===== config.mk =====
export PLATFORM = sky130hd
export DESIGN_NAME = keypad_scanner_flat
export DESIGN_NICKNAME = d
export VERILOG_FILES = /design/src/rtl/keypad_scanner_if.sv /design/src/rtl/keypad_scanner.sv /design/src/flat_wrapper.sv
export SDC_FILE = /design/constraint.sdc
export NUM_CORES = 1
export LEC_CHECK = 0
export ABC_CLOCK_PERIOD_IN_PS = 12900
export CAP_MARGIN = 30
export CORE_MARGIN = 8
export CORE_UTILIZATION = 30
export CTS_CLUSTER_SIZE = 16
export DETAILED_ROUTE_END_ITERATION = 6
export GPL_ROUTABILITY_DRIVEN = 0
export GPL_TIMING_DRIVEN = 1
export PLACE_DENSITY = 0.43
export RECOVER_POWER = 100
export SLEW_MARGIN = 20
export SYNTH_ARGS = -nofsm -noshare
export SYNTH_HDL_FRONTEND = slang
export SYNTH_SLANG_ARGS = --single-unit

===== constraint.sdc =====
create_clock -name clk -period 12.9 [get_ports clk]
set_input_delay 3.225 -clock clk [delete_from_list [all_inputs] [get_ports clk]]
set_output_delay 3.225 -clock clk [all_outputs]
set_load 0.03 [all_outputs]

===== src/rtl/keypad_scanner_if.sv =====
// Keypad pin bundle plus the decoded key outputs of keypad_scanner.
// master: the scanner; slave: the keypad/consumer side.
interface keypad_scanner_if;
    logic [3:0] row_n;
    logic [3:0] col_n;
    logic [3:0] key_code;
    logic       key_valid;
    logic       key_down;
    logic       multi_key;

    modport master (
        output row_n, key_code, key_valid, key_down, multi_key,
        input  col_n
    );

    modport slave (
        input  row_n, key_code, key_valid, key_down, multi_key,
        output col_n
    );
endinterface


===== src/rtl/keypad_scanner.sv =====
// 4x4 matrix keypad scanner with frame-level debounce and one code per press.
// Optional auto-repeat while held is enabled by defining KEYPAD_REPEAT_EN.
module keypad_scanner #(
    parameter logic [31:0] SCAN_CYCLES        = 32'd50_000,
    parameter logic [7:0]  DEBOUNCE_SCANS     = 8'd5,
    parameter logic [7:0]  REPEAT_DELAY_SCANS = 8'd125,
    parameter logic [7:0]  REPEAT_RATE_SCANS  = 8'd25
) (
    input  logic             clk,
    input  logic             reset,
    keypad_scanner_if.master kp
);
    typedef enum logic [1:0] {S_IDLE, S_DEBOUNCE, S_PRESSED, S_RELEASE} state_t;

    if (SCAN_CYCLES < 32'd4 || DEBOUNCE_SCANS < 8'd1 ||
        REPEAT_DELAY_SCANS == 8'd0 || REPEAT_RATE_SCANS == 8'd0) begin : g_bad_params
        $error("keypad_scanner: illegal parameter value");
    end

    state_t      r_state, w_state_nxt;
    logic [3:0]  r_col_s1, r_col_s2;
    logic [31:0] r_dwell;
    logic [1:0]  r_row;
    logic [15:0] r_frame;
    logic        r_frame_end;
    logic [7:0]  r_cnt, w_cnt_nxt;
    logic [3:0]  r_cand, w_cand_nxt;
    logic [3:0]  r_code, w_code_nxt;
    logic        r_valid, w_valid_nxt, w_valid_final;
    logic        r_multi;
    logic [4:0]  w_nkeys;
    logic [3:0]  w_fcode;
    logic        w_single, w_empty, w_dwell_end;

    assign w_dwell_end = (r_dwell == SCAN_CYCLES - 32'd1);

    // Scan timing, column synchronizer and frame capture at the end of each row dwell
    always_ff @(posedge clk or posedge reset) begin
        if (reset) begin
            r_col_s1    <= 4'hF;
            r_col_s2    <= 4'hF;
            r_dwell     <= '0;
            r_row       <= '0;
            r_frame     <= '0;
            r_frame_end <= 1'b0;
        end else begin
            r_col_s1    <= kp.col_n;
            r_col_s2    <= r_col_s1;
            r_frame_end <= w_dwell_end && (r_row == 2'd3);
            if (w_dwell_end) begin
                r_dwell                      <= '0;
                r_row                        <= r_row + 2'd1;
                r_frame[{r_row, 2'b00} +: 4] <= ~r_col_s2;
            end else begin
                r_dwell <= r_dwell + 32'd1;
            end
        end
    end

    // Frame bit 4r+c is key (r,c), so the bit index is the key code itself
    always_comb begin
        w_nkeys = '0;
        w_fcode = '0;
        for (int i = 0; i < 16; i++) begin
            if (r_frame[i]) begin
                w_nkeys = w_nkeys + 5'd1;
                w_fcode = 4'(i);
            end
        end
    end

    assign w_single = (w_nkeys == 5'd1);
    assign w_empty  = (w_nkeys == 5'd0);

    always_comb begin
        w_state_nxt = r_state;
        w_cnt_nxt   = r_cnt;
        w_cand_nxt  = r_cand;
        w_code_nxt  = r_code;
        w_valid_nxt = 1'b0;
        if (r_frame_end) begin
            case (r_state)
                S_IDLE: begin
                    if (w_single) begin
                        w_cand_nxt = w_fcode;
                        w_cnt_nxt  = 8'd1;
                        if (DEBOUNCE_SCANS <= 8'd1) begin
                            w_state_nxt = S_PRESSED;
                            w_code_nxt  = w_fcode;
                            w_valid_nxt = 1'b1;
                        end else begin
                            w_state_nxt = S_DEBOUNCE;
                        end
                    end
                end
                S_DEBOUNCE: begin
                    if (w_single && (w_fcode == r_cand)) begin
                        w_cnt_nxt = r_cnt + 8'd1;
                        if (r_cnt + 8'd1 >= DEBOUNCE_SCANS) begin
                            w_state_nxt = S_PRESSED;
                            w_code_nxt  = r_cand;
                            w_valid_nxt = 1'b1;
                        end
                    end else if (w_single) begin
                        w_cand_nxt = w_fcode;
                        w_cnt_nxt  = 8'd1;
                    end else begin
                        w_state_nxt = S_IDLE;
                    end
                end
                S_PRESSED: begin
                    // No rollover: any non-empty frame, even multi, keeps the key held
                    if (w_empty) begin
                        w_cnt_nxt   = 8'd1;
                        w_state_nxt = (DEBOUNCE_SCANS <= 8'd1) ? S_IDLE : S_RELEASE;
                    end
                end
                S_RELEASE: begin
                    if (w_empty) begin
                        w_cnt_nxt = r_cnt + 8'd1;
                        if (r_cnt + 8'd1 >= DEBOUNCE_SCANS) w_state_nxt = S_IDLE;
                    end else begin
                        w_state_nxt = S_PRESSED;
                    end
                end
                default: w_state_nxt = S_IDLE;
            endcase
        end
    end

`ifdef KEYPAD_REPEAT_EN
    logic [7:0] r_rep_cnt, w_rep_cnt_nxt;
    logic       r_rep_armed, w_rep_armed_nxt;
    logic       w_rep_fire;

    // Repeat counter only runs across frames that both start and stay in PRESSED
    always_comb begin
        w_rep_cnt_nxt   = r_rep_cnt;
        w_rep_armed_nxt = r_rep_armed;
        w_rep_fire      = 1'b0;
        if (r_state != S_PRESSED || w_state_nxt != S_PRESSED) begin
            w_rep_cnt_nxt   = '0;
            w_rep_armed_nxt = 1'b0;
        end else if (r_frame_end) begin
            w_rep_cnt_nxt = r_rep_cnt + 8'd1;
            if (!r_rep_armed && (r_rep_cnt + 8'd1 == REPEAT_DELAY_SCANS)) begin
                w_rep_fire      = 1'b1;
                w_rep_cnt_nxt   = '0;
                w_rep_armed_nxt = 1'b1;
            end else if (r_rep_armed && (r_rep_cnt + 8'd1 == REPEAT_RATE_SCANS)) begin
                w_rep_fire    = 1'b1;
                w_rep_cnt_nxt = '0;
            end
        end
    end

    always_ff @(posedge clk or posedge reset) begin
        if (reset) begin
            r_rep_cnt   <= '0;
            r_rep_armed <= 1'b0;
        end else begin
            r_rep_cnt   <= w_rep_cnt_nxt;
            r_rep_armed <= w_rep_armed_nxt;
        end
    end

    assign w_valid_final = w_valid_nxt | w_rep_fire;
`else
    assign w_valid_final = w_valid_nxt;
`endif

    always_ff @(posedge clk or posedge reset) begin
        if (reset) begin
            r_state <= S_IDLE;
            r_cnt   <= '0;
            r_cand  <= '0;
            r_code  <= '0;
            r_valid <= 1'b0;
            r_multi <= 1'b0;
        end else begin
            r_state <= w_state_nxt;
            r_cnt   <= w_cnt_nxt;
            r_cand  <= w_cand_nxt;
            r_code  <= w_code_nxt;
            r_valid <= w_valid_final;
            if (r_frame_end) r_multi <= (w_nkeys >= 5'd2);
        end
    end

    assign kp.row_n     = ~(4'b0001 << r_row);
    assign kp.key_code  = r_code;
    assign kp.key_valid = r_valid;
    assign kp.key_down  = (r_state == S_PRESSED) || (r_state == S_RELEASE);
    assign kp.multi_key = r_multi;
endmodule


===== src/flat_wrapper.sv =====
// flat-port wrapper written by rule: the top's interface ports become plain ports
module keypad_scanner_flat 
#(
    parameter logic [31:0] SCAN_CYCLES        = 32'd50_000,
    parameter logic [7:0]  DEBOUNCE_SCANS     = 8'd5,
    parameter logic [7:0]  REPEAT_DELAY_SCANS = 8'd125,
    parameter logic [7:0]  REPEAT_RATE_SCANS  = 8'd25
)
  (clk, reset, kp_row_n, kp_key_code, kp_key_valid, kp_key_down, kp_multi_key, kp_col_n);
  keypad_scanner_if kp_i ();
  input  logic clk;
  input  logic reset;
  output wire logic [$bits(kp_i.row_n)-1:0] kp_row_n;
  output wire logic [$bits(kp_i.key_code)-1:0] kp_key_code;
  output wire logic [$bits(kp_i.key_valid)-1:0] kp_key_valid;
  output wire logic [$bits(kp_i.key_down)-1:0] kp_key_down;
  output wire logic [$bits(kp_i.multi_key)-1:0] kp_multi_key;
  input wire logic [$bits(kp_i.col_n)-1:0] kp_col_n;
  assign kp_row_n = kp_i.row_n;
  assign kp_key_code = kp_i.key_code;
  assign kp_key_valid = kp_i.key_valid;
  assign kp_key_down = kp_i.key_down;
  assign kp_multi_key = kp_i.multi_key;
  assign kp_i.col_n = kp_col_n;
  keypad_scanner #(.SCAN_CYCLES(SCAN_CYCLES), .DEBOUNCE_SCANS(DEBOUNCE_SCANS), .REPEAT_DELAY_SCANS(REPEAT_DELAY_SCANS), .REPEAT_RATE_SCANS(REPEAT_RATE_SCANS)) u_core (.clk(clk), .reset(reset), .kp(kp_i));
endmodule

* After elaboration in Yosys (flattened, before gate mapping) *
Cells that the tools add are included.

word-level totals
  bits in registers = 79
  latch bits = 0
  memory bits (writable) = 0
  ROM bits = 0
  output and inout port bits = 11
  logic and storage cells = 115
  memories = 0

operators by class
  add/sub/neg operators = 19
  multipliers = 0
  divide/modulo/power cells = 0
  order comparisons = 2
  eq/ne operators = 14
  shift-type cells = 3
  mux-type cells = 53
  bitwise operators = 2
  reduce and logical (&&, ||, !) cells = 10

operators by type and width
  kind                                                               count
  2-to-1 mux 5 bit                                                   15
  adder 5 x 1 -> 5 bit, second input constant                        14
  2-to-1 mux 4 bit                                                   10
  adder 32 x 1 -> 32 bit, second input constant                      1
  == test 32 x 16 -> 1 bit, second input constant                    1
  2-to-1 mux 32 bit                                                  1
  2-to-1 mux 8 bit                                                   4
  case mux 8 bit (4 select lines)                                    1
  2-to-1 mux 2 bit                                                   9
  bitwise mux 16 bit                                                 1
  variable shift 4 x 6 -> 16 bit, first input constant               1
  variable part select 4 x 6 -> 16 bit                               1
  2-to-1 mux 3 bit                                                   4
  inequality test 3 bit, second input constant                       3
  adder 8 x 1 -> 8 bit, second input constant                        1
  greater-or-equal comparator 8 x 3 -> 1 bit, second input constant  1
  NOT 4 bit                                                          2
  case mux 2 bit (4 select lines)                                    1
  case mux 4 bit (2 select lines)                                    1
  == test 2 bit, second input constant                               3
  2-to-1 mux 1 bit                                                   6
  inequality test 2 x 1 -> 1 bit, second input constant              3
  negation 4 -> 6 bit                                                1
  AND reduction 3 bit                                                2
  other kinds (15)                                                   16

* Logic depth before layout (Yosys ltp) *
Gate-level depths: netlist of run 1.

  depth after elaboration = 36
  depth in mapped cells = 50
  gate-level depth less buffers = 49

* Least setup slack after synthesis of run 1 *
OpenSTA, ideal clock, no wires.

  path type = register to register
  start = register u_core.r_frame[0]
  end = register u_core.r_cnt[0]
  setup time = 0.125 ns
  arrival = 9.360 ns
  required time = 12.775 ns
  setup slack = 3.415 ns
  stages on the path, launching flop included = 49
  path buffers = 0
  clock period less this slack = 9.485 ns
  cells stage by stage = dfrtp_1 > inv_1 > ha_1 > xor2_1 > ha_1 > nand2_1 > o31ai_2 > ha_1 > mux2_2 > ha_1 > nand2_1 > o41ai_2 > or2_2 > ha_1 > nand2b_1 > o31ai_1 > inv_1 > ha_1 > [... 13 more ...] > o21ai_0 > a21o_1 > ha_1 > mux2_2 > ha_1 > inv_1 > a21oi_1 > ha_1 > nand2_1 > xor2_1 > xnor2_1 > nand3_1 > a21oi_1 > nor4_1 > a311o_2 > xnor2_4 > or3b_1 > mux2_2

between the ends
  word-level cells in the longest chain between the ends = 35
  elaborated cells on any way between the ends = 40
  those cells by class = 15 x add/sub; 3 x eq/ne; 19 x mux; 3 x reduce/logical

ends and longest elaborated chain
  element                                                       line                   RTL
  from (decl)                                                   keypad_scanner.sv:24   logic [15:0] r_frame;
  from (signal, indexed assignment)                             keypad_scanner.sv:53   r_frame[{r_row, 2'b00} +: 4] <= ~r_col_s2;
  2-to-1 mux 1 bit (*)                                          keypad_scanner.sv:65   if (r_frame[i]) begin
  adder 1 x 1 -> 2 bit                                          keypad_scanner.sv:66   w_nkeys = w_nkeys + 5'd1;
  2-to-1 mux 5 bit (*)                                          keypad_scanner.sv:65
  adder 5 x 1 -> 5 bit                                          keypad_scanner.sv:66
  2-to-1 mux 5 bit (*)                                          keypad_scanner.sv:65
  adder 5 x 1 -> 5 bit                                          keypad_scanner.sv:66
  2-to-1 mux 5 bit (*)                                          keypad_scanner.sv:65
  adder 5 x 1 -> 5 bit                                          keypad_scanner.sv:66
  [... 19 more ...]                                             n/a
  adder 5 x 1 -> 5 bit                                          keypad_scanner.sv:66
  2-to-1 mux 5 bit (*)                                          keypad_scanner.sv:65
  adder 5 x 1 -> 5 bit                                          keypad_scanner.sv:66
  2-to-1 mux 5 bit (*)                                          keypad_scanner.sv:65
  == test 5 x 1 -> 1 bit                                        keypad_scanner.sv:72   assign w_single = (w_nkeys == 5'd1);
  2-to-1 mux 8 bit / logical AND 1 bit (equally long branches)  n/a
  2-to-1 mux 8 bit                                              keypad_scanner.sv:97   if (w_single && (w_fcode == r_cand)) begin
  case mux 8 bit (4 select lines)                               keypad_scanner.sv:82   case (r_state)
  to (signal assigned)                                          keypad_scanner.sv:182  r_cnt <= w_cnt_nxt;
  to (decl)                                                     keypad_scanner.sv:26   logic [7:0] r_cnt, w_cnt_nxt;

Every way passes the cells marked *; elsewhere a longest branch is shown, timed or not.
A chain may end at the register's enable or synchronous reset.

* Worst setup path in the final report of run 1 *
  start = register u_core.r_frame[0]
  end = register u_core.r_code[1] (netlist: u_core.kp.key_code[1])

between the ends
  word-level cells in the longest chain between the ends = 34

ends and longest elaborated chain
  element                            line                   RTL
  2-to-1 mux 1 bit (*)               keypad_scanner.sv:65
  adder 1 x 1 -> 2 bit               keypad_scanner.sv:66
  2-to-1 mux 5 bit (*)               keypad_scanner.sv:65
  adder 5 x 1 -> 5 bit               keypad_scanner.sv:66
  2-to-1 mux 5 bit (*)               keypad_scanner.sv:65
  adder 5 x 1 -> 5 bit               keypad_scanner.sv:66
  2-to-1 mux 5 bit (*)               keypad_scanner.sv:65
  adder 5 x 1 -> 5 bit               keypad_scanner.sv:66
  [... 18 more ...]                  n/a
  2-to-1 mux 5 bit (*)               keypad_scanner.sv:65
  adder 5 x 1 -> 5 bit               keypad_scanner.sv:66
  2-to-1 mux 5 bit (*)               keypad_scanner.sv:65
  adder 5 x 1 -> 5 bit               keypad_scanner.sv:66
  2-to-1 mux 5 bit (*)               keypad_scanner.sv:65
  == test 5 x 1 -> 1 bit (*)         keypad_scanner.sv:72
  logical AND 1 bit (*)              keypad_scanner.sv:97
  AND reduction 4 bit (no line) (*)  n/a
  to (signal assigned)               keypad_scanner.sv:184  r_code <= w_code_nxt;
  to (decl)                          keypad_scanner.sv:28   logic [3:0] r_code, w_code_nxt;

Marks and branches as above.

==> results of run 1 <==
-- sequential cells by signal, indices dropped and copies added (netlist names) --
name,count
u_core.r_state,2
u_core.r_col_s1,4
u_core.r_frame,16
u_core.kp.key_code,4
u_core.r_row,2
u_core.kp.multi_key,1
u_core.r_cand,4
u_core.r_cnt,8
u_core.r_dwell,32
u_core.r_frame_end,1
u_core.kp.key_valid,1
u_core.r_col_s2,4
-- through the flow --
step / util / instances
2_1_floorplan: - / 612
3_3_place_gp: 0.3256 / 834
3_5_place_dp: 0.3267 / 835
4_1_cts: 0.3444 / 851
5_1_grt: 0.3417 / 851
6_report: 0.3417 / 851
-- how the worst max path moves through the flow --
stage	slack [ps]	to
floorplan	3420	u_core.r_cnt[0]
detailed placement	2340	u_core.kp.key_code[1]
finish	1670	u_core.kp.key_code[1]
CTS	2330	u_core.kp.key_code[0]
global placement	2680	u_core.kp.key_code[1]
global route	780	u_core.kp.key_code[0]
-- worst register-to-register path: cells and delay by family (launching register included) --
kind | cells | cell delay [ps]
xor+xnor | 4 | 1680
simple gates | 13 | 1870
buf+inv | 3 | 240
fa+ha+maj | 13 | 3910
mux | 4 | 1250
flops | 1 | 370
compound gates | 11 | 1790
-- metal layers --
metal / vias up / routed length (microns) / GRT usage
met1: 2070 / 6130 / 0.1507
met3: 8 / 304 / 0.02228
met2: 65 / 5616 / 0.1740
met4: 0 / 113 / 0.02695
li1: 2186 / - / -
met5: - / 0 / 0
-- cell usage after synthesis (3+ instances only) --
| cell | n |
|---|---|
| dfrtp_1 | 71 |
| nand2_1 | 68 |
| xnor2_1 | 44 |
| nor2_1 | 42 |
| inv_1 | 35 |
| xor2_1 | 26 |
| nand3_1 | 25 |
| ha_1 | 23 |
| a21oi_1 | 21 |
| o31ai_1 | 20 |
| clkbuf_1 | 19 |
| nand4_1 | 18 |
| nor3_1 | 16 |
| nor4_1 | 15 |
| o21ai_0 | 15 |
| mux2_2 | 14 |
| and3_1 | 10 |
| o22ai_1 | 10 |
| dfstp_2 | 8 |
| or3_1 | 8 |
| nor3b_1 | 7 |
| or2_2 | 7 |
| a31oi_1 | 6 |
| and2_1 | 6 |
| nand2b_1 | 5 |
| nor2b_1 | 5 |
| a32oi_1 | 4 |
| o21bai_1 | 4 |
| and4_1 | 3 |
| buf_2 | 3 |
| xnor2_2 | 3 |
| xnor2_4 | 3 |
-- area by class of cell --
cell class | count | area (sq um) | area share
multi-input combinational | 472 | 3257 | 0.5288
clock buffer | 10 | 229.0 | 0.03718
clock inverter | 6 | 91.34 | 0.01483
sequential | 79 | 1987 | 0.3226
timing repair buffer | 19 | 171.4 | 0.02783
tap | 229 | 286.5 | 0.04653
inverter | 36 | 136.4 | 0.02215
-- kinds of logic (layout without fill, tap and decap cells) --
logic type / after synthesis / count (layout) / synth area share
simple gates: 249 / 249 / 0.2334
compound gates: 105 / 105 / 0.1301
xor+xnor: 79 / 79 / 0.1478
flops: 79 / 79 / 0.3606
buf+inv: 61 / 71 / 0.04360
fa+ha+maj: 23 / 23 / 0.05223
mux: 16 / 16 / 0.03224
-- power by group --
| part | total, uW | internal (uW) | switching, uW |
|---|---|---|---|
| Combinational | 6.20 | 1.16 | 5.04 |
| Sequential | 251 | 250 | 1.15 |
| Clock | 276 | 171 | 105 |
| Total | 533 | 422 | 111 |
==> flow_summary.toml, run 1 <==
[status]
status = "finished, violations left"
violations = "max-capacitance violations, max-slew violations"

[synth]
yosysUniqueCellTypes = 67
ys_ff_latch = 79
synth_top_area_share = 0.3224
ys_warn_count = 0
synth_ff_type = "dfrtp_1"
synthesis.nets = 641
synth_edf_count = 0
async_flop_share = 1.000
synth.avg_cell_area_sq_um = 9.004
ys_seq_area_frac = 0.3606
synth_area_sq_um = 5510
syn_inst = 612
netlist_top_cells_area = "dfrtp_1 32%, xnor2_1 7.0%, ha_1 5.2%, nand2_1 4.6%, xor2_1 4.1%"
yosys.area.top_type = "dfrtp_1"

[final_layout]
syn_to_final_growth_pct = 11.76
num-fill-cells = 1879
final_cell_mix = "71 x dfrtp_1, 68 x nand2_1, 45 x xnor2_1"
drive_above_1_share = 0.09164
final_cell_area_sq_um = 6158
diodes = 0
final_nets = 646
final_common_cell = "dfrtp_1"

[clocking]
cts_tree = "built"
cts_sinks = 79
cts_setup_buffers = 0
holdBufCountCts = 0
clockBufferDepth = 2
cts_resized = 0
insertion_delay_ps = 340
cts_made_buffers = 9
cts-root-buf = "clkbuf_16"
cts.clk_slew.worst_paths_ps = 60
cts.htree.levels = 3

[global_routing]
grt_start_max_net_pins = 48
track_usage = 0.1099
grt_pass1_wl_microns = 20580
overflow = 0
antenna_found_initial = 0
grt_pass1_vias = 4189

[worst_setup_path]
worstPathArrival_ps = 11440
crit_type = "reg2reg"
worst_setup_path_start_kind = "register"
reg2reg_to = "u_core.kp.key_code[1]"
cp-end-kind = "register"
max_stage_delay_ps = 940
required_ps = 13120
cp_slowest_cell = "xnor2_1"
critPathBufInv = 3
crit_top_cell = "ha_1"
reg2reg_from = "u_core.r_frame[0]"
ff2ff_path_depth = 48
critical_path_depth = 48
crit_path_start = "u_core.r_frame[0]"
critical_path.top_delay_family = "adder cells"
r2r_slack_ps = 1670
cp_max_fo = 15

[die]
core_area_sq_um = 18020
dieWidth_microns = 151.5
die_area_sq_um = 22960
dieHeight_microns = 151.5
start_util = 0.3057
io_pins = 17
rows = 49

[sta]
max_freq_mhz = 89.08
rsz0062_at_grt = "false"
fin_hold_ws_ps = 357.0
maxSlewViolCount = 82
tns_ps = 0
relSlewSlack = -0.7086
period_minus_slack_ps = 11230
worst_pin_slew_ps = 2563
setup_slack_ps = 1675
final.period_utilization = 0.8702
skew_ps = 8.531
hold_viol = 0
setup_viol = 0

[placement]
place_area_sq_um = 5888
dpl_worst_slack_ps = 2344
hpwlAfterDp_microns = 9049
port_buffers = 16

[routing]
route.antenna.remaining_nets = 0
via_count = 4329
first_iter_violations = 219
wirelength_microns = 12160
post_drt_wl_per_cell_microns = 14.29
vias_per_cell = 5.087
firstDrtPassIters = 5
drc_errors = 0

[power]
p_leak_uw = 0.002629
vdd_drop_max_uv = 62.68
p_per_area_nw_per_um2 = 86.59
power.total_uw = 533.2

[hold_path]
worstHoldStart = "u_core.r_col_s1[1]"
hold_class = "reg2reg"
hold_end = "u_core.r_col_s2[1]"
hold_path_depth = 0

[run]
cap_violations = 2
No activity file was read; power rests on OpenSTA's default activity.
==> run 2: changes to the inputs <==
ABC_CLOCK_PERIOD_IN_PS = 14300   (was 12900)
PLACE_DENSITY = 0.56   (was 0.43)
clock period = 14.3 ns   (was 12.9 ns; I/O delays follow)
==> run 2 against run 1 <==
Effect of this change: the flow still finishes with violations (max-capacitance violations, max-slew violations); clock skew increased by 1.6 ps; wire length decreased by 3.4%; hold slack got worse by 1.6 ps; largest cell class unchanged; highest routed layer unchanged.
==> flow_summary.toml, run 2 (synthesized netlist as in run 1, its figures left out) <==
[die]
dieHeight_microns = 151.5
die_area_sq_um = 22960
start_util = 0.3057
core_area_sq_um = 18020
io_pins = 17
dieWidth_microns = 151.5
rows = 49

[global_routing]
antenna_found_initial = 0
grt_pass1_vias = 4388
met3_usage = 0.01723
track_usage = 0.1083
gr-usage-met1 = 0.1272
grt_use_met2 = 0.1960
top_usage_layer = "met2"
grt_start_max_net_pins = 80
overflow = 0
grt_pass1_wl_microns = 20440

[routing]
vias_per_cell = 5.180
wirelength_microns = 11750
drc_errors = 0
via_count = 4403
route.antenna.remaining_nets = 0
first_iter_violations = 215
firstDrtPassIters = 4
post_drt_wl_per_cell_microns = 13.82

[power]
p_leak_uw = 0.002606
p_comb_frac = 0.012
vdd_drop_max_uv = 53.25
p_sw_frac = 0.2131
switching_power_uw = 98.25
power.total_uw = 460.9
p_int_uw = 362.7
seqPwrFrac = 0.492
p_per_area_nw_per_um2 = 75.34
clkPwrFrac = 0.497

[clocking]
holdBufCountCts = 0
cts_setup_buffers = 0
clockBufferDepth = 2
cts_tree = "built"
cts-root-buf = "clkbuf_16"
insertion_delay_ps = 340
cts_sinks = 79
cts.htree.levels = 3
cts.clk_slew.worst_paths_ps = 70
cts_made_buffers = 9
cts_resized = 0

[status]
status = "finished, violations left"
violations = "max-capacitance violations, max-slew violations"

[final_layout]
syn_to_final_growth_pct = 11.04
final_nets = 645
final_cell_mix = "71 x dfrtp_1, 68 x nand2_1, 45 x xnor2_1"
num-fill-cells = 1836
final_common_cell = "dfrtp_1"
multiInputGateArea_sq_um = 3241
register_area_sq_um = 1987
drive_above_1_share = 0.08696
diodes = 0
top_register = "u_core.r_dwell"
largest_reg_flops = 32
final_cell_area_sq_um = 6118
reg_top3 = "u_core.r_dwell (32), u_core.r_frame (16), u_core.r_cnt (8)"

[worst_setup_path]
ff2ff_path_depth = 48
cp_max_fo = 15
critical_path.top_delay_family = "adder cells"
cp_slowest_cell = "nor3b_1"
worstPathArrival_ps = 12020
worst_setup_path_start_kind = "register"
crit_path_start = "u_core.r_frame[1]"
cp-end-kind = "register"
required_ps = 14580
crit_type = "reg2reg"
reg2reg_from = "u_core.r_frame[1]"
max_stage_delay_ps = 1110
crit_top_cell = "ha_1"
critical_path_depth = 48
reg2reg_to = "u_core.r_cnt[0]"
critPathBufInv = 3
critPathCapture = "u_core.r_cnt[0]"
r2r_slack_ps = 2560

[sta]
final.period_utilization = 0.8213
setup_viol = 0
maxSlewViolCount = 80
period_minus_slack_ps = 11740
skew_ps = 10.14
hold_viol = 0
worst_pin_slew_ps = 4131
max_freq_mhz = 85.15
relSlewSlack = -1.754
rsz0062_at_grt = "false"
tns_ps = 0

[hold_path]
hold_class = "reg2reg"

[run]
cap_violations = 1

[placement]
port_buffers = 16
hpwlAfterDp_microns = 8669
place_area_sq_um = 5868
[run 2: layout make-up]
class,count,share of cell area
Multi-Input combinational cell,472,0.5297
Sequential cell,79,0.3247
Tap cell,229,0.04683
Clock buffer,10,0.03742
Timing Repair Buffer,18,0.02740
Inverter,36,0.02229
Clock inverter,6,0.01166
[run 2: worst register-to-register path: cells and delay by family (launching register included)]
kind,cells,cell delay [ps]
xor+xnor,4,1610
compound gates,11,1830
buf+inv,3,240
simple gates,13,2530
flops,1,380
mux,4,1190
fa+ha+maj,13,3910
[run 2: power groups by stage]
stage	Sequential (uW)	Combinational (uW)	Clock, uW
after CTS	227	6.19	235
final	227	5.34	229
after global routing	227	6.47	243
after detailed placement	231	6.19	0
after floorplan	230	3.23	0
after global placement	231	6.11	0
[run 2: how the worst min path moves through the flow]
stage | depth (start not counted) | start | end | slack [ps]
3_3_place_gp | 0 | u_core.r_col_s1[2] | u_core.r_col_s2[2] | 350
4_1_cts | 0 | u_core.r_col_s1[2] | u_core.r_col_s2[2] | 360
3_5_place_dp | 0 | u_core.r_col_s1[2] | u_core.r_col_s2[2] | 350
5_1_grt | 0 | u_core.r_col_s1[0] | u_core.r_col_s2[0] | 360
6_report | 0 | u_core.r_col_s1[2] | u_core.r_col_s2[2] | 360
2_1_floorplan | 0 | u_core.r_col_s1[0] | u_core.r_col_s2[0] | 350
[run 2: stage by stage]
step	setup WS, ps	instances	util	hold slack (ps)
final	2555	850	0.3394	355.4
after global routing	1761	850	0.3394	363.6
after CTS	3802	850	0.3422	356.8
after detailed placement	3842	834	0.3256	347.6
after global placement	4217	834	0.3256	346.2
after floorplan	4815	612	-	345.2
[run 2: metal layers]
layer | part of all wire | routed length [microns] | vias to the layer above
li1 | - | - | 2189
met1 | 0.45 | 5331 | 2140
met2 | 0.51 | 6014 | 58
met3 | 0.021 | 250 | 16
met4 | 0.013 | 154 | 0
met5 | 0 | 0 | -
==> run 3: changes to the inputs <==
ABC_CLOCK_PERIOD_IN_PS = 11650   (was 14300)
clock period = 11.65 ns   (was 14.3 ns; I/O delays follow)
==> run 3 against run 2 <==
Effect of this change: wire length shrank 0.86%; die area did not move; critical endpoint unchanged; largest cell class unchanged; combinational power rose by 23%; hold slack is essentially flat; the flow still finishes with violations (max-capacitance violations, max-slew violations); first-iteration DRC count rose by 18%; critical path type unchanged.
==> flow_summary.toml, run 3 (synthesized netlist as in run 1, its figures left out) <==
[status]
status = "finished, violations left"
violations = "max-capacitance violations, max-slew violations"

[routing]
route.antenna.remaining_nets = 0
first_iter_violations = 254
post_drt_wl_per_cell_microns = 13.71
via_count = 4378
firstDrtPassIters = 4
wirelength_microns = 11650
drc_errors = 0
vias_per_cell = 5.151

[final_layout]
final_common_cell = "dfrtp_1"
syn_to_final_growth_pct = 11.81
final_cell_mix = "71 x dfrtp_1, 68 x nand2_1, 44 x xnor2_1"
largest_reg_flops = 32
drive_above_1_share = 0.09179
reg_top3 = "u_core.r_dwell (32), u_core.r_frame (16), u_core.r_cnt (8)"
final_nets = 645
top_register = "u_core.r_dwell"
register_area_sq_um = 1987
num-fill-cells = 1840
multiInputGateArea_sq_um = 3271
diodes = 0

[die]
rows = 49
dieHeight_microns = 151.5
core_area_sq_um = 18020
die_area_sq_um = 22960
io_pins = 17
start_util = 0.3057
dieWidth_microns = 151.5

[power]
p_int_uw = 449.7
clkPwrFrac = 0.508
p_per_area_nw_per_um2 = 93.82
p_comb_frac = 0.011
vdd_drop_max_uv = 68.62
switching_power_uw = 128.3
p_sw_frac = 0.2220
power.total_uw = 578.0
seqPwrFrac = 0.481
p_leak_uw = 0.002630

[worst_setup_path]
required_ps = 11880
ff2ff_path_depth = 48
crit_top_cell = "ha_1"
max_stage_delay_ps = 410
critical_path.top_delay_family = "adder cells"
cp_max_fo = 15
cp-end-kind = "register"
cp_slowest_cell = "or3b_1"
worstPathArrival_ps = 10870
critical_path_depth = 48
crit_type = "reg2reg"
worst_setup_path_start_kind = "register"
critPathBufInv = 3

[sta]
worst_pin_slew_ps = 4149
tns_ps = 0
skew_ps = 8.978
max_freq_mhz = 93.93
relSlewSlack = -1.766
maxSlewViolCount = 80
period_minus_slack_ps = 10650
setup_slack_ps = 1004
fin_hold_ws_ps = 355.4
rsz0062_at_grt = "false"
setup_viol = 0
final.period_utilization = 0.9138
hold_viol = 0

[hold_path]
hold_path_depth = 0
hold_class = "reg2reg"

[global_routing]
track_usage = 0.1058
grt_pass1_wl_microns = 20150
grt_pass1_vias = 4359
antenna_found_initial = 0
overflow = 0
grt_start_max_net_pins = 80

[clocking]
holdBufCountCts = 0
clockBufferDepth = 2
cts_setup_buffers = 0
insertion_delay_ps = 340
cts_sinks = 79
cts_resized = 0
cts.clk_slew.worst_paths_ps = 70
cts-root-buf = "clkbuf_16"
cts.htree.levels = 3
cts_made_buffers = 9
cts_tree = "built"

[placement]
hpwlAfterDp_microns = 8565
port_buffers = 16
dpl_worst_slack_ps = 1189

[run]
cap_violations = 1
==> run 3: metal layers <==
| layer | GRT usage | up-vias | wire length [microns] |
|---|---|---|---|
| met3 | 0.01871 | 12 | 322 |
| li1 | - | 2186 | - |
| met2 | 0.1876 | 65 | 5833 |
| met1 | 0.1261 | 2115 | 5346 |
| met5 | 0 | - | 0 |
| met4 | 0.03773 | 0 | 148 |
==> run 3: worst register-to-register path: cells and delay by family (launching register included) <==
family | cells | cell delay, ps
AND/OR/NAND/NOR | 13 | 1830
multiplexers | 4 | 1150
adder cells (fa/ha/maj) | 13 | 3910
flip-flops | 1 | 390
AO/OA/AOI/OAI | 11 | 1850
XOR/XNOR | 4 | 1140
buffers and inverters | 3 | 240
==> run 3: layout make-up <==
type | count | share of cell area
Timing Repair Buffer | 18 | 0.02721
Multi-Input combinational cell | 472 | 0.5309
Clock inverter | 7 | 0.01422
Sequential cell | 79 | 0.3225
Inverter | 36 | 0.02214
Tap cell | 229 | 0.04651
Clock buffer | 9 | 0.03656
==> run 3: final timing paths <==
check | start | end | slack (ps)
max | u_core.r_frame[1] | u_core.r_cnt[0] | 1000
min | u_core.r_col_s1[2] | u_core.r_col_s2[2] | 360
max reg2reg | u_core.r_frame[1] | u_core.r_cnt[0] | 1000
min reg2reg | u_core.r_col_s1[2] | u_core.r_col_s2[2] | 360
max in group asynchronous | reset | u_core.r_frame[12] | 4660
min in group asynchronous | reset | u_core.kp.key_code[0] | 4670
==> run 3: per-stage QoR <==
stage	cells	util	area [sq um]
floorplan	612	-	5510
global placement	834	0.3256	5868
detailed placement	834	0.3256	5868
CTS	850	0.3429	6181
global route	850	0.3418	6161
finish	850	0.3418	6161
==> run 3: power by group through the flow <==
stage / sequential, uW / combinational [uW] / clock (uW)
after floorplan: 283 / 3.97 / 0
after global placement: 283 / 7.50 / 0
after detailed placement: 283 / 7.59 / 0
after CTS: 278 / 7.59 / 301
after global routing: 278 / 7.93 / 311
final: 278 / 6.56 / 293
==> RTL edit 1: new RTL, config.mk and constraints of run 3 <==
The 4 states of `state_t` get a Gray code encoding in 2 bits.
--- a/src/rtl/keypad_scanner.sv
+++ b/src/rtl/keypad_scanner.sv
@@ -10,7 +10,7 @@
     input  logic             reset,
     keypad_scanner_if.master kp
 );
-    typedef enum logic [1:0] {S_IDLE, S_DEBOUNCE, S_PRESSED, S_RELEASE} state_t;
+    typedef enum logic [1:0] {S_IDLE = 2'b00, S_DEBOUNCE = 2'b01, S_PRESSED = 2'b11, S_RELEASE = 2'b10} state_t;
 
     if (SCAN_CYCLES < 32'd4 || DEBOUNCE_SCANS < 8'd1 ||
         REPEAT_DELAY_SCANS == 8'd0 || REPEAT_RATE_SCANS == 8'd0) begin : g_bad_params
Check against the original RTL: no difference found for any inputs over 10 cycles, from zero or initial values and one cycle with reset high; not proved beyond that.
==> RTL edit 1 against run 3 <==
The flow still finishes with violations (max-capacitance violations, max-slew violations); sequential share of layout area about the same; critical endpoint unchanged; sequential cell count unchanged; combinational power is 8.4% higher; final area hardly changed; setup slack worse by 0.11 ns; routed wire length decreased by 3.3%; largest power group is now sequential cells; total power is 3.9% lower; worst hold slack about the same; area after synthesis decreased by 0.70%; largest cell class unchanged.
==> RTL edit 1: results (changes against run 3) <==
* Status: complete, but fails checks
* Failing checks: max-capacitance violations, max-slew violations
* Yosys cell types at 74 (+10%)
* Worst Setup SP: u_core.r_frame[0]
* Top flop regs: u_core.r_dwell x32, u_core.r_frame x16, u_core.r_cnt x8
* Syn Nets at 626 (-2.3%)
* Mean post-synth cell area at 9.165 µm² (+1.8%)
* GR Layer Usage met1 at 12.77% (+0.16 points)
* Share of cells above drive strength 1 at 10.29% (+1.1 points)
* WP data arrival at 10.97 ns (+0.10 ns)
* Non-filler instance count after layout at 841 (-1.1%)
* Slowest Stage Delay on Critical Path at 0.55 ns (+0.14 ns)
* WS Path Type: flop to flop
* Via count at 4152 (-5.2%)
* All-layer global routing usage at 10.65% (+0.070 points)
* Static leakage at 2.693 nW (+2.4%)
* Die Width at 151.1 µm (-0.31%)
* Fillcell total at 1824 (-0.87%)
* R2R Setup Slk at 0.89 ns (-0.11 ns)
* DRT Pass-1 Iters at 4 (unchanged)
* Max Cap Viol at 1 (unchanged)
* Met3 usage at 2.121% (+0.25 points)
* Met3 Wirelength at 228 µm (-29%)
* Half-perimeter wire length after placement at 8740 µm (+2.0%)
* Worst r2r path cells at 49 (+2.1%)
* Largest net degree at the start of global routing at 59 (-26%)
* Inst Count DP at 825 (-1.1%)
* Reg clk slew, reported paths at around 0.060 ns
* Worst-path maximum fanout at 8 (-7)
* Layout Nets at 636 (-1.4%)
* IO Port Bufs at 16 (unchanged)
* Slowest cell on crit path: or3_1
* Rows at 49 (unchanged)
* Dpl cell area at 5884 µm² (+0.28%)
* Global routing usage on met2 at 18.53% (-0.23 points)
* Clk Latency, worst-skew pair at 0.34 ns (about the same)
* HP Start: u_core.r_col_s1[0]
* Reg-to-Reg End: u_core.r_cnt[0]
* Post-CTS sizing at 0 (unchanged)
* DRC at 0 (unchanged)
* Place WS at 0.8038 ns (-0.3853 ns)
* Post-Route M1 WL at 5170 µm (-3.3%)
* Vias in the first global route at 4288 (-1.6%)
* Ranking of synthesized cells by area: dfrtp_1 (32%), xnor2_1 (6.9%), ha_1 (5.3%)
* Clock Power Share at 48.6% (-2.2 points)
* Pint at 431.8 µW (-4.0%)
* P_sw at 123.8 µW (-3.5%)
* Peak supply drop at 0.06831 mV (-0.46%)
* Final Max Slew Viols at 59 (-26%)
* Ant diodes at 0 (unchanged)
* WL met2 at 5672 µm (-2.8%)
* Routed len/inst at 13.40 µm (-2.2%)
* Seq/Total Area, Yosys at 36.31% (+0.26 points)
* First-pass GRT wire length at 20130 µm (-0.13%)
* Num CTS Buffers at 9 (unchanged)
* Post-Route Skew at 0.01105 ns (+0.002075 ns)
* Slew HR at -102.3% (+74 points)
* DRT iter0 DRCs at 204 (-20%)
* Synth top cells by count: dfrtp_1 (71), nand2_1 (59), nor2_1 (54)
* Crit share post-route at 92.32% (+0.94 points)
## RTL edit 1: cell count changes after synthesis, moves of 6 or more
cell and delta:
o21ai_0 +20, nand2_1 -9, o22ai_1 -7, nor2_1 +12, nand4_1 -7, xnor3_1 +6, a21oi_1 -9, o31ai_1 -12
## RTL edit 1: cell families (layout without fill, tap and decap cells)
| logic type | Yosys count | after routing | share of synthesized area [%] |
|---|---|---|---|
| AOI/OAI and AO/OA | 101 | 101 | 12.62 |
| xor gates and xnor gates | 79 | 79 | 15.25 |
| adders and majority gates | 23 | 23 | 5.260 |
| buffers and inverters | 58 | 73 | 4.093 |
| DFF | 79 | 79 | 36.31 |
| muxes | 22 | 22 | 4.391 |
| and+or+nand+nor | 235 | 235 | 22.07 |
## RTL edit 1: worst min path at each step
stage | end | cells past startpoint | slack, ns
2_1_floorplan | u_core.r_col_s2[0] | 0 | 0.35
3_3_place_gp | u_core.r_col_s2[0] | 0 | 0.35
3_5_place_dp | u_core.r_col_s2[0] | 0 | 0.35
4_1_cts | u_core.r_col_s2[0] | 0 | 0.36
5_1_grt | u_core.r_col_s2[3] | 0 | 0.36
6_report | u_core.r_col_s2[0] | 0 | 0.36
## RTL edit 1: final cells by class
| cell class | count | area [µm²] | share of cell area (%) |
|---|---|---|---|
| multi-input combinational | 460 | 3273 | 53.16 |
| sequential | 79 | 1987 | 32.27 |
| tap | 229 | 286.5 | 4.654 |
| clock buffer | 10 | 239.0 | 3.881 |
| timing repair buffer | 20 | 178.9 | 2.906 |
| inverter | 37 | 140.1 | 2.276 |
| clock inverter | 6 | 52.55 | 0.8535 |
==> RTL edit 2: new RTL, config.mk and constraints of run 3 <==
Made on the original files. Add a define of `KEYPAD_REPEAT_EN`.
--- a/src/rtl/keypad_scanner.sv
+++ b/src/rtl/keypad_scanner.sv
@@ -1,5 +1,7 @@
 // 4x4 matrix keypad scanner with frame-level debounce and one code per press.
 // Optional auto-repeat while held is enabled by defining KEYPAD_REPEAT_EN.
+`define KEYPAD_REPEAT_EN
+
 module keypad_scanner #(
     parameter logic [31:0] SCAN_CYCLES        = 32'd50_000,
     parameter logic [7:0]  DEBOUNCE_SCANS     = 8'd5,
Formal check against the unedited RTL: no difference found for any inputs over 10 cycles, from zero or initial values and one cycle with reset high; that may be too few to reach the edited logic, so the function may still have changed.
==> RTL edit 2 against run 3 <==
The flow still finishes with violations (max-capacitance violations, max-slew violations); total power increased by 7.0%; setup slack gained 0.12 ns; final cell count is 9.3% higher; sequential share of layout area grew 1.2 points; final area is 7.3% higher; area after synthesis increased by 7.6%; critical endpoint is now u_core.r_cand[3]; combinational power rose by 11%; routed wire length grew 0.69%; sequential cell count increased by 9.
==> RTL edit 2: results (changes against run 3) <==
* Syn Nets at 683 (+6.6%)
* Static leakage at 2.861 nW (+8.8%)
* Layout Nets at 690 (+7.0%)
* Post-Route Skew at 0.009376 ns (+0.0003985 ns)
* Worst Setup SP: u_core.r_frame[1]
* R2R Setup Slk at 1.12 ns (+0.12 ns)
* First-pass GRT wire length at 20500 µm (+1.7%)
* Mean post-synth cell area at 9.096 µm² (+1.0%)
* Status: complete, but fails checks
* H-tree depth at 3 (unchanged)
* Failing checks: max-capacitance violations, max-slew violations
* Slew HR at -60.63% (+120 points)
* Post-synthesis mux area share at 3.692% (+0.47 points)
* Top flop regs: u_core.r_dwell x32, u_core.r_frame x16
* Share of cells above drive strength 1 at 6.175% (-3.0 points)
* HP Start: u_core.r_col_s1[1]
* Clk Latency, worst-skew pair at roughly 0.35 ns
* Initial antenna violation count at 0 (unchanged)
* Yosys cell types at 69 (+3.0%)
* Hold depth at 0 (unchanged)
* Synth top cells by count: nand2_1 (81), dfrtp_1 (80), nor2_1 (63)
* Hold EP: u_core.r_col_s2[1]
* WP data arrival at 10.75 ns (-0.12 ns)
* Largest net degree at the start of global routing at 46 (-43%)
* Fillcell total at 1989 (+8.1%)
* Seq/Total Area, Yosys at 37.30% (+1.2 points)
* Vias per cell at 4.816 (-6.5%)
* Post-CTS sizing at 0 (unchanged)
* Yosys warns at 0 (unchanged)
* Routed len/inst at 12.63 µm (-7.9%)
* Setup Buffers After CTS at 0 (unchanged)
* Adder-cell area share of the yosys netlist at 5.274% (+0.052 points)
* Vias in the first global route at 4233 (-2.9%)
* Complex-gate fraction of the synthesized area at 13.02% (about the same)
* Worst-path maximum fanout at 8 (-7)
* All-layer global routing usage at 10.14% (-0.45 points)
* Final Max Slew Viols at 91 (+14%)
* Ranking of synthesized cells by area: dfrtp_1 (34%), xnor2_1 (6.5%), ha_1 (5.3%)
* Peak supply drop at 0.07810 mV (+14%)
* Non-filler instance count after layout at 929 (+9.3%)
* Slowest cell on crit path: or4b_1
* Hold crit path type: flop to flop
* Reg clk slew, reported paths at 0.07 ns (about the same)
* Slowest Stage Delay on Critical Path at 0.67 ns (+0.26 ns)
* Max Cap Viol at 2 (+1)
* Inst Count DP at 913 (+9.5%)
* Half-perimeter wire length after placement at 8548 µm (-0.20%)
* Reg-to-Reg End: u_core.r_cand[3]
* DRT iter0 DRCs at 241 (-5.1%)
* DRT Pass-1 Iters at 4 (unchanged)
* XOR/XNOR share of the synthesized area at 15.04% (+0.26 points)
==> RTL edit 2: stage by stage <==
stage	area (µm²)	utilization (%)	worst slack, ns	power [mW]	hold slack [ns]
floorplan	5931	-	2.195	0.3188	0.3452
global placement	6349	32.62	1.573	0.3233	0.3458
detailed placement	6349	32.62	1.277	0.3233	0.3472
CTS	6661	34.23	1.217	0.6323	0.3574
global route	6608	33.95	0.1731	0.6421	0.3592
finish	6608	33.95	1.123	0.6187	0.3564
==> RTL edit 2: metal layers <==
layer	vias to the layer above	global-route usage, %	wire length [µm]
met4	0	3.524	160
li1	2317	-	-
met1	2100	13.60	6101
met2	45	15.60	5119
met5	-	0	0
met3	12	2.454	348
==> RTL edit 2: layout make-up <==
| cell class | count | area (µm²) | share of cell area (%) |
|---|---|---|---|
| clock buffers | 10 | 239.0 | 3.617 |
| inverters | 30 | 113.9 | 1.723 |
| clock inverters | 6 | 73.82 | 1.117 |
| repair buffers | 18 | 167.7 | 2.537 |
| multi-input cells | 512 | 3470 | 52.51 |
| flip-flops and latches | 88 | 2212 | 33.48 |
| well taps | 265 | 331.6 | 5.018 |
==> RTL edit 2: worst max-delay path, delay by kind of cell, from the launching register on <==
| kind | cells | cell delay (ns) |
|---|---|---|
| AOI/OAI and AO/OA | 13 | 2.68 |
| xor gates and xnor gates | 2 | 0.34 |
| adders and majority gates | 14 | 4.05 |
| buffers and inverters | 5 | 0.37 |
| DFF | 1 | 0.38 |
| muxes | 4 | 1.10 |
| and+or+nand+nor | 10 | 1.51 |
==> RTL edit 2: power by group <==
part | total, mW | leakage (nW) | switching (mW) | internal, mW
Clock | 0.302 | 0.154 | 0.128 | 0.175
Combinational | 0.00725 | 1.52 | 0.00603 | 0.00122
Sequential | 0.309 | 1.19 | 0.00105 | 0.308
Total | 0.619 | 2.86 | 0.135 | 0.484
